## src/rtl/if_seg.sv

```systemverilog
// Instruction-fetch segment: issues one outstanding imem request at a time and
// presents the fetched word and its PC+4 to decode, with a one-entry skid for stalls.
//
//   state | meaning
//   ------+-----------------------------------------------------------------
//   FETCH | request at PC outstanding; deliver or skid the returned word
//   HOLD  | skid holds a word decode has not taken yet; no request issued
//   DRAIN | redirect arrived mid-request; wait out the stale ack at old address
`timescale 1ns/1ps
module if_seg #(
    parameter logic [31:0] RESET_PC = 32'h0000_0000
) (
    input  logic        clk,
    input  logic        rst,
    input  logic        stall,
    input  logic        br_taken,
    input  logic [31:0] br_target,
    output logic        imem_req,
    output logic [31:0] imem_addr,
    input  logic        imem_ack,
    input  logic [31:0] imem_data,
    output logic [31:0] NPCo,
    output logic [31:0] IRo,
    output logic        valid_o
);

    typedef enum logic [1:0] {FETCH, HOLD, DRAIN} state_t;

    state_t      state, state_nxt;
    logic [31:0] pc, pc_nxt;
    logic [31:0] drain_addr, drain_addr_nxt;
    logic [31:0] skid_ir, skid_ir_nxt;
    logic [31:0] skid_npc, skid_npc_nxt;
    logic [31:0] ir_nxt, npc_nxt;
    logic        valid_nxt;
    logic [31:0] pc_plus4;
    logic [31:0] br_pc;

    assign pc_plus4  = pc + 32'd4;
    assign br_pc     = br_target & 32'hFFFF_FFFC;
    // Request is gated by reset directly so nothing is issued while rst is low.
    assign imem_req  = rst && (state != HOLD);
    assign imem_addr = (state == DRAIN) ? drain_addr : pc;

    always_ff @(posedge clk or negedge rst) begin
        if (!rst) begin
            state      <= FETCH;
            pc         <= RESET_PC;
            drain_addr <= 32'd0;
            skid_ir    <= 32'd0;
            skid_npc   <= 32'd0;
            IRo        <= 32'd0;
            NPCo       <= 32'd0;
            valid_o    <= 1'b0;
        end else begin
            state      <= state_nxt;
            pc         <= pc_nxt;
            drain_addr <= drain_addr_nxt;
            skid_ir    <= skid_ir_nxt;
            skid_npc   <= skid_npc_nxt;
            IRo        <= ir_nxt;
            NPCo       <= npc_nxt;
            valid_o    <= valid_nxt;
        end
    end

    always_comb begin
        state_nxt      = state;
        pc_nxt         = pc;
        drain_addr_nxt = drain_addr;
        skid_ir_nxt    = skid_ir;
        skid_npc_nxt   = skid_npc;
        ir_nxt         = IRo;
        npc_nxt        = NPCo;
        valid_nxt      = valid_o;

        case (state)
            FETCH: begin
                if (br_taken) begin
                    pc_nxt       = br_pc;
                    ir_nxt       = 32'd0;
                    valid_nxt    = 1'b0;
                    skid_ir_nxt  = 32'd0;
                    skid_npc_nxt = 32'd0;
                    if (!imem_ack) begin
                        state_nxt      = DRAIN;
                        drain_addr_nxt = pc;
                    end
                end else if (imem_ack) begin
                    pc_nxt = pc_plus4;
                    if (stall) begin
                        skid_ir_nxt  = imem_data;
                        skid_npc_nxt = pc_plus4;
                        state_nxt    = HOLD;
                    end else begin
                        ir_nxt    = imem_data;
                        npc_nxt   = pc_plus4;
                        valid_nxt = 1'b1;
                    end
                end else if (!stall) begin
                    ir_nxt    = 32'd0;
                    valid_nxt = 1'b0;
                end
            end
            HOLD: begin
                if (br_taken) begin
                    pc_nxt       = br_pc;
                    ir_nxt       = 32'd0;
                    valid_nxt    = 1'b0;
                    skid_ir_nxt  = 32'd0;
                    skid_npc_nxt = 32'd0;
                    state_nxt    = FETCH;
                end else if (!stall) begin
                    ir_nxt    = skid_ir;
                    npc_nxt   = skid_npc;
                    valid_nxt = 1'b1;
                    state_nxt = FETCH;
                end
            end
            DRAIN: begin
                // Outputs stay a bubble; a further redirect only retargets the PC.
                ir_nxt    = 32'd0;
                valid_nxt = 1'b0;
                if (br_taken) begin
                    pc_nxt = br_pc;
                end
                if (imem_ack) begin
                    state_nxt = FETCH;
                end
            end
            default: begin
                state_nxt = FETCH;
            end
        endcase
    end

endmodule

```

## config.mk

```make
export PLATFORM = sky130hd
export DESIGN_NAME = if_seg
export DESIGN_NICKNAME = d
export VERILOG_FILES = /design/src/rtl/if_seg.sv
export SDC_FILE = /design/constraint.sdc
export NUM_CORES = 1
export LEC_CHECK = 0
export CORE_ASPECT_RATIO = 1.4
export CORE_MARGIN = 2
export CORE_UTILIZATION = 45
export CTS_CLUSTER_DIAMETER = 80
export CTS_CLUSTER_SIZE = 25
export DETAILED_ROUTE_END_ITERATION = 10
export GPL_TIMING_DRIVEN = 0
export PLACE_DENSITY = 0.7
export SETUP_SLACK_MARGIN = 0.5
export SKIP_LAST_GASP = 1
export SLEW_MARGIN = 5
export SYNTH_ARGS = -nofsm -noshare
export SYNTH_HDL_FRONTEND = slang
export SYNTH_SLANG_ARGS = --single-unit
```

## constraint.sdc

```tcl
create_clock -name clk -period 2.36 [get_ports clk]
set_input_delay 0.354 -clock clk [delete_from_list [all_inputs] [get_ports clk]]
set_output_delay 0.354 -clock clk [all_outputs]
set_load 0.01 [all_outputs]
```

# --- After elaboration in Yosys (flattened, before gate mapping) ---
# Index checks and enable logic that the tools add are counted.
word_totals:
  register_bits: 195
  latch_bits: 0
  ramBits: 0
  mem_bits_ro: 0
  in_bits: 69
  out_inout_bits: 98
  elab_cells: 81
  mem_count: 0
classes:
  addsub: 1
  multipliers: 0
  n_div: 0
  magnitude_cmp: 0
  n_eq_ne: 17
  n_shift: 0
  n_mux: 41
  n_bitwise: 1
  reduce_logical: 13
op_table:
  columns: ["op", "n"]
  rows:
  - ["32-bit two-way mux", 22]
  - ["32-bit one-hot mux with 2 select lines", 4]
  - ["32-bit one-hot mux with 3 select lines", 1]
  - ["32-bit by 3-bit adder with 32-bit output, second input constant", 1]
  - ["3-bit != test, second input constant", 5]
  - ["2-bit two-way mux", 7]
  - ["2-bit != test, second input constant", 7]
  - ["3-bit AND reduction", 3]
  - ["2-bit one-hot mux with 3 select lines", 1]
  - ["6-bit AND reduction", 1]
  - ["1-bit two-way mux", 5]
  - ["5-bit AND reduction", 1]
  - ["2-bit by 1-bit != test with 1-bit output, second input constant", 2]
  - ["4-bit != test, second input constant", 1]
  - ["4-bit AND reduction", 1]
  - ["2-bit nonzero test", 2]
  - ["1-bit one-hot mux with 3 select lines", 1]
  - ["3-bit nonzero test", 1]
  - ["2-bit by 1-bit equality test with 1-bit output, second input constant", 1]
  - ["2-bit equality test, second input constant", 1]
  - ["2-bit zero test", 1]
  - ["2-bit AND reduction", 1]
  - ["2-bit OR reduction", 1]
  - ["1-bit logical AND", 1]
  - ["1-bit NOT", 1]

# --- Longest topological paths before layout ---
depth:
  depth_word: 5
  mapped_depth: 10
  ltp_nobuf: 7

# --- Worst setup path before layout ---
# No wires, ideal clock.
synth_path:
  path_type: "reg2out"
  start: "register state[0]"
  end: "output port imem_addr[10]"
  arrival_ns: 1.679
  t_required_ns: 2.006
  setup_slack_ns: 0.327
  stages_incl_launch_ff: 6
  n_path_buf: 2
  cell_sequence: "dfrtp_1 inv_1 ha_1 clkbuf_1 buf_1 mux2_2"
synth_between:
  elab_chain_len: 2
synth_rtl:
  columns: ["item", "line_no", "source"]
  rows:
  - ["start, declared", "29", "state_t state, state_nxt;"]
  - ["start signal, assigned", "56", "state <= state_nxt;"]
  - ["2-bit equality test", "43", "assign imem_addr = (state == DRAIN) ? drain_addr : pc;"]
  - ["32-bit two-way mux", "43", null]
  - ["end, declared", "19", "output logic [31:0] imem_addr,"]
# No other way between the ends.

# --- Final worst setup path ---
layout_path:
  start: "register state[0]"
  end: "register NPCo[31]"
layout_between:
  elab_chain_len: 3
layout_rtl:
  columns: ["item", "line_no", "source"]
  rows:
  - ["2-bit by 1-bit equality test with 1-bit output or 2-bit zero test (tied branches)", "77", "case (state)"]
  - ["2-bit != test (no source line) or 2-bit nonzero test (tied branches)", null, null]
  - ["6-bit AND reduction (no source line)", null, null]
  - ["end signal, assigned", "62", "NPCo <= npc_nxt;"]
  - ["end, declared", "22", "output logic [31:0] NPCo,"]
# Several ways; a longest one is shown, not always the timed one.
# A chain may end at the register's enable or synchronous reset.

==> results.cfg <==
[setup_path]
cp.arrival_ns = 2.73
cp-end-kind = flip-flop
cp_max_fo = 4
worstRegToRegCells = 10
start_kind = flip-flop
path_class = reg -> reg
worstPathRequired_ns = 2.73

[routing]
avgViaCountPerCell = 5.746
finalWirelength_um = 31270
drc = 0
detail-route-antenna-nets = 0
vias = 8716
initialDrtViolationCount = 651
drtPass1Iterations = 5
wire_per_inst_um = 20.61

[global_route]
grt_pass1_wl_um = 47130
track_usage_pct = 27.32
grt_overflow = 0
grt_max_degree = 82
grt_pass1_vias = 8791
antenna_found_initial = 0

[timing]
max-slew-margin-rel_pct = 56.15
rsz0062_at_grt = true
clock_skew_ns = 0.01025
setup_viol = 0
hold_ws_ns = -0.08945
hold_viol = 79
tightestPinTransition_ns = 0.6578
fmax_mhz = 424.6
min_period_ns = 2.355
post-route-period-util_pct = 99.80
drv_slew = 0

[layout]
n_antenna_cell = 0
final_cell_mix = nand2_1, dfrtp_1, clkdlybuf4s50_1, o21ai_0, buf_4
final_common_cell = nand2_1
areaGrowthSynthToFinish_pct = 45.27
layout-drive-gt1-share_pct = 27.91
nets = 1322
utilization_pct = 66.44

[logic_synthesis]
netlist_instances = 986
syn_area_um2 = 9330
yosys_warnings = 0
synth_edf_count = 0
avgSynthCellArea_um2 = 9.463
synth.distinct_cells = 54
synth_seq_cells = 189
async_flop_share_pct = 100.0
synth_flop_cell = dfrtp_1
ys_seq_area_share_pct = 50.69

[placed_design]
gp_congestion = 0.9470
io_buffers = 161
place_hpwl_um = 20240

[clock_tree]
clk_pin_slew_ns = 0.08
cts_inserted_buffers = 17
clock_path_buffers = 2
htreeDepth = 4
insertion_delay_ns = 0.44
cts_tree = built
cts_sinks = 189
clockRootBuffer = clkbuf_16

[power]
totalPowerFinal_mw = 18.29
p_leak_nw = 5.863
powerDensity_nw_per_um2 = 1349
vdd_drop_max_uv = 755.2

[floorplanning]
die_x_um = 125.7
dieArea_um2 = 21920
initial_core_util_pct = 45.73
rows = 62
boundaryPins = 167
die_y_um = 174.4
core_area_um2 = 20400

[outcome]
status = complete, but fails checks
violations = negative hold slack

[min_path]
min_path_type = in -> async

[job]
drv_cap = 0
stage by stage:
step	hold slack (ns)	cells	TNS [ns]	cell area, um2	worst slack, ns
final	-0.08945	1517	0	13550	0.004804
after global routing	-0.03889	1517	-0.02406	13550	-0.02266
after CTS	-0.05787	1492	-0.1554	13140	-0.01834
after detailed placement	0.3946	1405	-16.72	11340	-0.2627
after global placement	0.4553	1404	-1370.03	11310	-7.158
after floorplan	0.05841	987	0	9375	0.4441
final cells by class:
class                      count  area, um2
inverter                      11      48.80
fill                        1613       6848
buffer                        90      860.8
multi-input combinational    697       4582
timing repair buffer         242       2409
sequential                   189       4735
clock buffer                  19      442.9
tap                          256      320.3
clock inverter                13      156.4
report_power, final:
| part | switching (mW) | internal (mW) | total [mW] |
|---|---|---|---|
| registers | 0.986 | 4.62 | 5.60 |
| logic | 4.96 | 4.74 | 9.71 |
| clock network | 1.35 | 1.62 | 2.98 |
| total | 7.30 | 11.0 | 18.3 |
registers in the layout, indices dropped and copies added, names as in the netlist:
name	flops
skid_ir	32
pc	30
state	2
valid_o	1
drain_addr	30
NPCo	31
IRo	32
skid_npc	31
path summary, 6_finish.rpt:
check | startpoint | to | slack [ns]
worst min register to register | IRo[17] | IRo[17] | 0.47
worst min-delay path | rst | drain_addr[16] | -0.09
max in group asynchronous | rst | pc[3] | 1.51
min in group clk | IRo[17] | IRo[17] | 0.47
worst max register to register | state[0] | NPCo[31] | 0.005
worst max-delay path | state[0] | NPCo[31] | 0.005
synth_stat cells (9+ instances only):
library cell / number / area, um2
clkbuf_1: 61 / 229.0
and3_1: 9 / 56.30
nand3_1: 32 / 160.2
a2bb2oi_1: 17 / 148.9
o21ai_0: 91 / 455.4
mux2_2: 50 / 563.0
a21oi_1: 33 / 165.2
nand2_1: 210 / 788.3
buf_1: 12 / 45.04
o31ai_1: 41 / 307.8
a22oi_1: 36 / 270.3
o22ai_1: 20 / 125.1
o211ai_1: 11 / 82.58
inv_1: 10 / 37.54
nor2_1: 29 / 108.9
dfrtp_1: 189 / 4730
xnor2_1: 9 / 78.83
nor3_1: 12 / 60.06
xor2_1: 15 / 131.4
buf_2: 13 / 65.06
worst max-delay path, stage by stage, from the launching register on:
cell	delay [ns]
dfrtp_1	0.43
inv_2	0.08
buf_6	0.12
ha_4	0.15
buf_6	0.13
mux2i_4	0.19
or3_4	0.39
buf_8	0.15
buf_6	0.11
or4_1	0.46
nand3_1	0.08
routing by layer:
| layer | track usage (%) | share of wire (%) | vias up |
|---|---|---|---|
| met3 | 3.970 | 4.6 | 104 |
| met2 | 47.41 | 51 | 355 |
| li1 | - | - | 4024 |
| met4 | 14.91 | 6.0 | 0 |
| met1 | 32.48 | 38 | 4233 |
| met5 | 0 | 0 | - |
what timing repair did:
action | 4_1_cts | 5_1_grt
endpoints found under the hold margin | 79 | 79
resized for setup | 268 | 133
endpoints found under the setup margin | 213 | 219
buffers inserted | 45 | 20
pin swaps | 12 | 15
gates cloned | 10 | 5
cells by family (layout without fill, tap and decap cells):
kind of cell	after synthesis	count (layout)	synth area share, %
fa+ha+maj	5	5	0.6705
compound gates	275	275	18.77
xor+xnor	24	24	2.253
mux	55	55	6.571
other cells	1	2	0.04019
buf+inv	101	375	4.399
flops	189	189	50.69
simple gates	336	336	16.60
(Power assumes the default switching activity.)
